File: config.mk
export PLATFORM = sky130hd
export DESIGN_NAME = mips_multicycle_control
export DESIGN_NICKNAME = d
export VERILOG_FILES = /design/src/rtl/mips_multicycle_control.sv
export SDC_FILE = /design/constraint.sdc
export NUM_CORES = 1
export LEC_CHECK = 0
export CORE_UTILIZATION = 41
export CTS_CLUSTER_DIAMETER = 60
export DETAILED_ROUTE_END_ITERATION = 10
export GPL_TIMING_DRIVEN = 1
export PLACE_DENSITY = 0.83
export SLEW_MARGIN = 20
export SYNTH_ARGS = -nofsm -noshare
export SYNTH_HDL_FRONTEND = slang
export SYNTH_SLANG_ARGS = --single-unit
File: constraint.sdc
create_clock -name clk -period 3.7 [get_ports clk]
set_input_delay 1.11 -clock clk [delete_from_list [all_inputs] [get_ports clk]]
set_output_delay 1.11 -clock clk [all_outputs]
set_load 0.03 [all_outputs]
File: src/rtl/mips_multicycle_control.sv
// Main control FSM for a multicycle MIPS datapath: sequences fetch/decode/execute
// over several cycles and drives the datapath control lines, stalling on mem_ready.
module mips_multicycle_control (
   input  logic       clk,
   input  logic       reset,
   input  logic [5:0] opcode,
   input  logic       mem_ready,
   output logic       pc_write,
   output logic       pc_write_cond,
   output logic       iord,
   output logic       mem_read,
   output logic       mem_write,
   output logic       ir_write,
   output logic       mem_to_reg,
   output logic       reg_dst,
   output logic       reg_write,
   output logic       alu_src_a,
   output logic [1:0] alu_src_b,
   output logic [1:0] alu_op,
   output logic [1:0] pc_source,
   output logic       illegal_op,
   output logic [3:0] state
);

   localparam logic [5:0] OP_RTYPE = 6'b000000;
   localparam logic [5:0] OP_LW    = 6'b100011;
   localparam logic [5:0] OP_SW    = 6'b101011;
   localparam logic [5:0] OP_BEQ   = 6'b000100;
   localparam logic [5:0] OP_J     = 6'b000010;
   localparam logic [5:0] OP_ADDI  = 6'b001000;

   localparam logic [1:0] SRCB_REG  = 2'b00;
   localparam logic [1:0] SRCB_FOUR = 2'b01;
   localparam logic [1:0] SRCB_IMM  = 2'b10;
   localparam logic [1:0] SRCB_IMM4 = 2'b11;

   localparam logic [1:0] ALUOP_ADD   = 2'b00;
   localparam logic [1:0] ALUOP_SUB   = 2'b01;
   localparam logic [1:0] ALUOP_FUNCT = 2'b10;

   localparam logic [1:0] PCSRC_ALU    = 2'b00;
   localparam logic [1:0] PCSRC_ALUOUT = 2'b01;
   localparam logic [1:0] PCSRC_JUMP   = 2'b10;

   typedef enum logic [3:0] {
      S_FETCH  = 4'd0,
      S_DECODE = 4'd1,
      S_MEMADR = 4'd2,
      S_MEMRD  = 4'd3,
      S_MEMWB  = 4'd4,
      S_MEMWR  = 4'd5,
      S_EXEC   = 4'd6,
      S_ALUWB  = 4'd7,
      S_BRANCH = 4'd8,
      S_JUMP   = 4'd9,
      S_ADDIEX = 4'd10,
      S_ADDIWB = 4'd11
   } state_t;

   state_t r_state;
   state_t w_state_next;

   always_ff @(posedge clk) begin
      if (reset) begin
         r_state <= S_FETCH;
      end else begin
         r_state <= w_state_next;
      end
   end

   assign state = r_state;

   // Next-state logic; unused codes 12..15 fall into the default and recover to FETCH.
   always_comb begin
      w_state_next = S_FETCH;
      case (r_state)
         S_FETCH:  w_state_next = mem_ready ? S_DECODE : S_FETCH;
         S_DECODE: begin
            case (opcode)
               OP_LW, OP_SW: w_state_next = S_MEMADR;
               OP_RTYPE:     w_state_next = S_EXEC;
               OP_BEQ:       w_state_next = S_BRANCH;
               OP_J:         w_state_next = S_JUMP;
               OP_ADDI:      w_state_next = S_ADDIEX;
               default:      w_state_next = S_FETCH;
            endcase
         end
         S_MEMADR: begin
            if (opcode == OP_SW) begin
               w_state_next = S_MEMWR;
            end else if (opcode == OP_LW) begin
               w_state_next = S_MEMRD;
            end else begin
               w_state_next = S_FETCH;
            end
         end
         S_MEMRD:  w_state_next = mem_ready ? S_MEMWB : S_MEMRD;
         S_MEMWB:  w_state_next = S_FETCH;
         S_MEMWR:  w_state_next = mem_ready ? S_FETCH : S_MEMWR;
         S_EXEC:   w_state_next = S_ALUWB;
         S_ALUWB:  w_state_next = S_FETCH;
         S_BRANCH: w_state_next = S_FETCH;
         S_JUMP:   w_state_next = S_FETCH;
         S_ADDIEX: w_state_next = S_ADDIWB;
         S_ADDIWB: w_state_next = S_FETCH;
         default:  w_state_next = S_FETCH;
      endcase
   end

   logic w_opcode_known;

   always_comb begin
      case (opcode)
         OP_RTYPE, OP_LW, OP_SW, OP_BEQ, OP_J, OP_ADDI: w_opcode_known = 1'b1;
         default:                                       w_opcode_known = 1'b0;
      endcase
   end

   // Moore output decode; only FETCH's pc/ir load and illegal_op look at inputs.
   always_comb begin
      pc_write      = 1'b0;
      pc_write_cond = 1'b0;
      iord          = 1'b0;
      mem_read      = 1'b0;
      mem_write     = 1'b0;
      ir_write      = 1'b0;
      mem_to_reg    = 1'b0;
      reg_dst       = 1'b0;
      reg_write     = 1'b0;
      alu_src_a     = 1'b0;
      alu_src_b     = SRCB_REG;
      alu_op        = ALUOP_ADD;
      pc_source     = PCSRC_ALU;
      illegal_op    = 1'b0;
      case (r_state)
         S_DECODE: begin
            alu_src_b  = SRCB_IMM4;
            illegal_op = ~w_opcode_known;
         end
         S_MEMADR: begin
            alu_src_a = 1'b1;
            alu_src_b = SRCB_IMM;
         end
         S_MEMRD: begin
            mem_read = 1'b1;
            iord     = 1'b1;
         end
         S_MEMWB: begin
            reg_write  = 1'b1;
            mem_to_reg = 1'b1;
         end
         S_MEMWR: begin
            mem_write = 1'b1;
            iord      = 1'b1;
         end
         S_EXEC: begin
            alu_src_a = 1'b1;
            alu_op    = ALUOP_FUNCT;
         end
         S_ALUWB: begin
            reg_write = 1'b1;
            reg_dst   = 1'b1;
         end
         S_BRANCH: begin
            alu_src_a     = 1'b1;
            alu_op        = ALUOP_SUB;
            pc_write_cond = 1'b1;
            pc_source     = PCSRC_ALUOUT;
         end
         S_JUMP: begin
            pc_write  = 1'b1;
            pc_source = PCSRC_JUMP;
         end
         S_ADDIEX: begin
            alu_src_a = 1'b1;
            alu_src_b = SRCB_IMM;
         end
         S_ADDIWB: begin
            reg_write = 1'b1;
         end
         default: begin
            // FETCH and the unreachable codes share the fetch decode.
            mem_read  = 1'b1;
            alu_src_b = SRCB_FOUR;
            ir_write  = mem_ready;
            pc_write  = mem_ready;
         end
      endcase
   end

endmodule

### Word-level counts from Yosys, hierarchy flattened

Index checks and enable logic that the tools add are counted.

* output and inout port bits: 21
* register bits after elaboration: 4
* input port bits: 9

* reductions and logical operators: 12
* multiplexer cells: 22
* equal/unequal tests: 16
* bitwise logic cells: 1

Operator list (count)
* $pmux 4 s7: 1
* $pmux 4 s5: 1
* $reduce_or 10->1: 2
* $eq 4x3->1 const B: 4
* $eq 4x4->1 const B: 4
* $eq 6x6->1 const B: 2
* $mux 1: 12
* $reduce_or 11->1: 1
* $mux 3: 3
* $eq 4x2->1 const B: 2
* $pmux 2 s2: 2
* $reduce_or 8->1: 1
* $eq 6x2->1 const B: 1
* $eq 6x3->1 const B: 1
* $eq 6x4->1 const B: 1
* $logic_not 6->1: 1
* $pmux 2 s3: 1
* $reduce_or 2->1: 3
* $reduce_or 6->1: 1
* $eq 4x1->1 const B: 1
* $logic_not 4->1: 1
* $reduce_or 4->1: 1
* $reduce_or 3->1: 1
* $mux 2: 1
* other kinds (2): 2

### Logic depth before layout (Yosys ltp)

* depth in word-level cells: 5
* gate-level depth with buffers: 6
* depth with buffers taken out: 4

### Worst setup path after synthesis

No wires, ideal clock.

* kind: input-to-output
* from: input port opcode[1]
* to: output port illegal_op
* arrival time: 2.153 ns
* stages on the path: 4
* required time: 2.590 ns
* slack: 0.437 ns
* cells stage by stage: xor2_1 o211ai_1 nand2_1 nor3_1

* longest elaborated chain between the ends: 5
* elaborated cells on any way between the ends: 10
* classes of those cells: eq/ne (5); mux (2); bitwise (1); reduce/logical (2)

Ends and longest elaborated chain
* start, declared: RTL line 6 `input logic [5:0] opcode,`
* $eq 6x6->1, or another cell as far along: RTL line 113 `case (opcode)`
* $reduce_or 6->1 *: RTL line 113
* $mux 1 *: RTL line 113
* $not 1->1 *: RTL line 138 `illegal_op = ~w_opcode_known;`
* $mux 1 *: RTL line 135 `case (r_state)`
* end, declared: RTL line 21 `output logic illegal_op,`

Every way passes the cells marked *; elsewhere a longest branch is shown, timed or not.

### Worst setup path in the final report

* from: input port mem_ready
* to: output port ir_write

* longest elaborated chain between the ends: 1

Ends and longest elaborated chain
* start, declared: RTL line 7 `input logic mem_ready,`
* $mux 1: RTL line 135
* end, declared: RTL line 13 `output logic ir_write,`

Every way passes these cells.

==> metrics.md <==
| Metric | Value |
|---|---|
| Worst Max-Slew Pin Slew | `slightly below 600 ps` |
| GP Congestion | `between 0.8 and 0.9` |
| Post-layout util | `0.679` |
| Post-DR vias/cell | `between 5 and 6` |
| WL final | `~1700 um` |
| FF+latch area | `between 80 and 90 um2` |
| Post-DP HPWL | `approximately 1300 um` |
| PwrDens | `around 180 nW/um2` |
| P_leak | `0.307 nW` |
| Worst-Skew Late Latency | `240 ps` |
| Worst path cell trace | `clkdlybuf4s50_1 > o21a_1 > clkdlybuf4s50_1` |
| Synth top area share | `0.139` |
| Seq/Total Area, Yosys | `0.139` |
| Antenna Nets Post-Route | `0` |
| DRC errors left | `0` |
| Largest register FFs | `4` |
| WHS Endpoint | `state[3]` |
| Total power | `around 0.00016 W` |
| Number of iterations in the first detailed-routing pass | `6` |
| CP endpoint kind | `primary output` |
| R2R Path Start | `state[1]` |
| Status | `finished, final reports clean` |
| Distinct cell type count after synthesis | `36` |
| Initial Utilization | `0.441` |
| Top area cells in the synthesized netlist | `dfxtp_1, nor3_1, nand2_1` |
| Overflow after GRT | `0` |
| CTS Hold Bufs | `0` |
| Area of the multi-input gates | `between 400 and 500 um2` |
| Hold Crit Start | `state[3]` |
| Crit path max fanout | `2` |
| CTS buffer count | `3` |
| Top FF cell, synth | `dfxtp_1` |
| Area leader, netlist | `dfxtp_1` |
| CP startpoint | `mem_ready` |
| Fin crit share | `0.950` |
| R2R Setup Slk | `between 1500 and 2000 ps` |
| Pre-CTS WS | `102 ps` |
| Finished Cell Area | `just under 900 um2` |
| Maximum clock frequency | `between 200 and 300 MHz` |
| Site Rows | `13` |
| Placed Area | `roughly 850 um2` |
| Crit path required time | `between 2000 and 3000 ps` |
| Slowest CP cell | `clkdlybuf4s50_1` |
| First-pass GRT wire length | `2760 um` |
| Final worst slack | `between 150 and 200 ps` |
| Ys Warns | `0` |
| Die ar. | `~1600 um2` |
| Core region area | `1300 um2` |
| Synthesized area per cell | `about 6.4 um2` |
| N_diodes | `0` |
| Share of cells above drive strength 1 | `0.120` |
| Worst path top cell family by delay | `buffers and inverters` |
| # clock sinks | `4` |
| FF+latch count, synth | `4` |
| Hold crit path type | `flop to flop` |
| Kind of critical path | `primary input to primary output` |
| Via Count | `between 700 and 800` |
| CP Buf/Inv Count | `2` |
| Max IR drop VDD | `0.0759 mV` |
| Clock Tree Root | `clkbuf_4` |
| Port Buffers | `29` |
| CTS max path bufs | `2` |
| Post-synthesis cell area | `574 um2` |
| Die width | `slightly below 40 um` |
| Vias in the first global route | `~640` |
| Layout Skew | `a little under 9 ps` |
| Wire per inst | `12.7 um` |
| CTS tree | `built` |
| Worst reg2reg endpoint | `state[0]` |
| Largest net degree at the start of global routing | `21` |
| H-tree depth | `1` |
| I/O pins | `30` |
| Initial antenna violation count | `0` |
| Total GRT Usage | `0.253` |
| Final Max Tran Viols | `0` |
| Synthesized net count | `99` |
| Worst EP arrival | `between 2000 and 2500 ps` |
| Min cycle time layout | `3510 ps` |
| Most frequent cells after synthesis | `nand2_1, nor3_1, nor2_1` |
| Area Overhead vs Synth | `53.8%` |
| RSZ-0062 raised after global routing | `false` |
| CTS clk-pin slew, worst paths | `~40 ps` |
| Max_cap viols | `0` |
| Filler cell count in the final layout | `between 100 and 150` |
| Final Hold Vio Count | `0` |
| R2R cell count | `4` |
| Slew headroom | `0.614` |
| Crit start category | `primary input` |
| Setup TNS | `0 ps` |
| Cell repeated most along the worst path | `clkdlybuf4s50_1` |
| Cells after synthesis | `90` |
| Largest stage delay, worst path | `680 ps` |
| Worst hold stages | `2` |
| Fraction of registers with async set or reset after synthesis | `0` |
| # setup viols final | `0` |
| Final nets | `128` |
| DRT iter0 DRCs | `19` |
| Number of synthesized flops with an enable pin | `0` |
| Die Ht | `39.4 um` |
## power by group
group | switching, W | leakage, nW | internal (W)
clock | 0.0000186 | 0.0138 | 0.0000363
combinational | 0.0000279 | 0.261 | 0.0000255
sequential | 0.00000363 | 0.0325 | 0.0000442
total | 0.0000502 | 0.307 | 0.000106
## layout make-up
type | count | area share
clock buffers | 3 | 0.0255
flip-flops and latches | 4 | 0.0907
multi-input cells | 77 | 0.504
well taps | 15 | 0.0212
inverters | 1 | 0.00425
repair buffers | 32 | 0.354
## worst register-to-register path: stages, from the launching register on
cell	delay, ps
dfxtp_1	660
nand2b_1	300
nor4_1	400
o21bai_1	150
a21oi_1	160
## what timing repair did
item	in CTS	in global routing
resized for setup	0	2
buffers inserted	0	1
endpoints found under the setup margin	0	1
## through the flow
stage | std cells | hold slack, ps
3_3_place_gp | 128 | 682
3_5_place_dp | 128 | 700
4_1_cts | 131 | 704
2_1_floorplan | 90 | 840
5_1_grt | 132 | 770
6_report | 132 | 707
## per-layer routing
metal  routed length [um]  vias to the layer above  track usage
li1                     -                      377            -
met1                  741                      348        0.332
met2                  844                       27        0.418
met3                   92                        0       0.0398
met4                    0                        0       0.0690
met5                    0                        -            0
## cell families after synthesis
family | Yosys count | synth area share
buffers and inverters | 9 | 0.0850
XOR/XNOR | 3 | 0.0458
AO/OA/AOI/OAI | 22 | 0.244
flip-flops | 4 | 0.139
AND/OR/NAND/NOR | 52 | 0.486
## worst max-delay path by stage
stage | endpoint | slack, ps | cells after the start
floorplan | illegal_op | 440 | 4
global placement | illegal_op | 130 | 6
detailed placement | illegal_op | 100 | 6
CTS | illegal_op | 90 | 6
global route | pc_write | 40 | 6
finish | ir_write | 190 | 3
## cell usage in the layout, fill, tap and decap left out, drive strengths merged, types with 3 or more instances in the layout
cell type,n
clkbuf,3
a21oi,5
nor3,13
dfxtp,4
buf,5
nand3,3
a31oi,3
nand2,12
nand2b,4
clkdlybuf4s50,25
nor2,7
o21ai,4
o21bai,3
No activity file was read; power rests on OpenSTA's default activity.
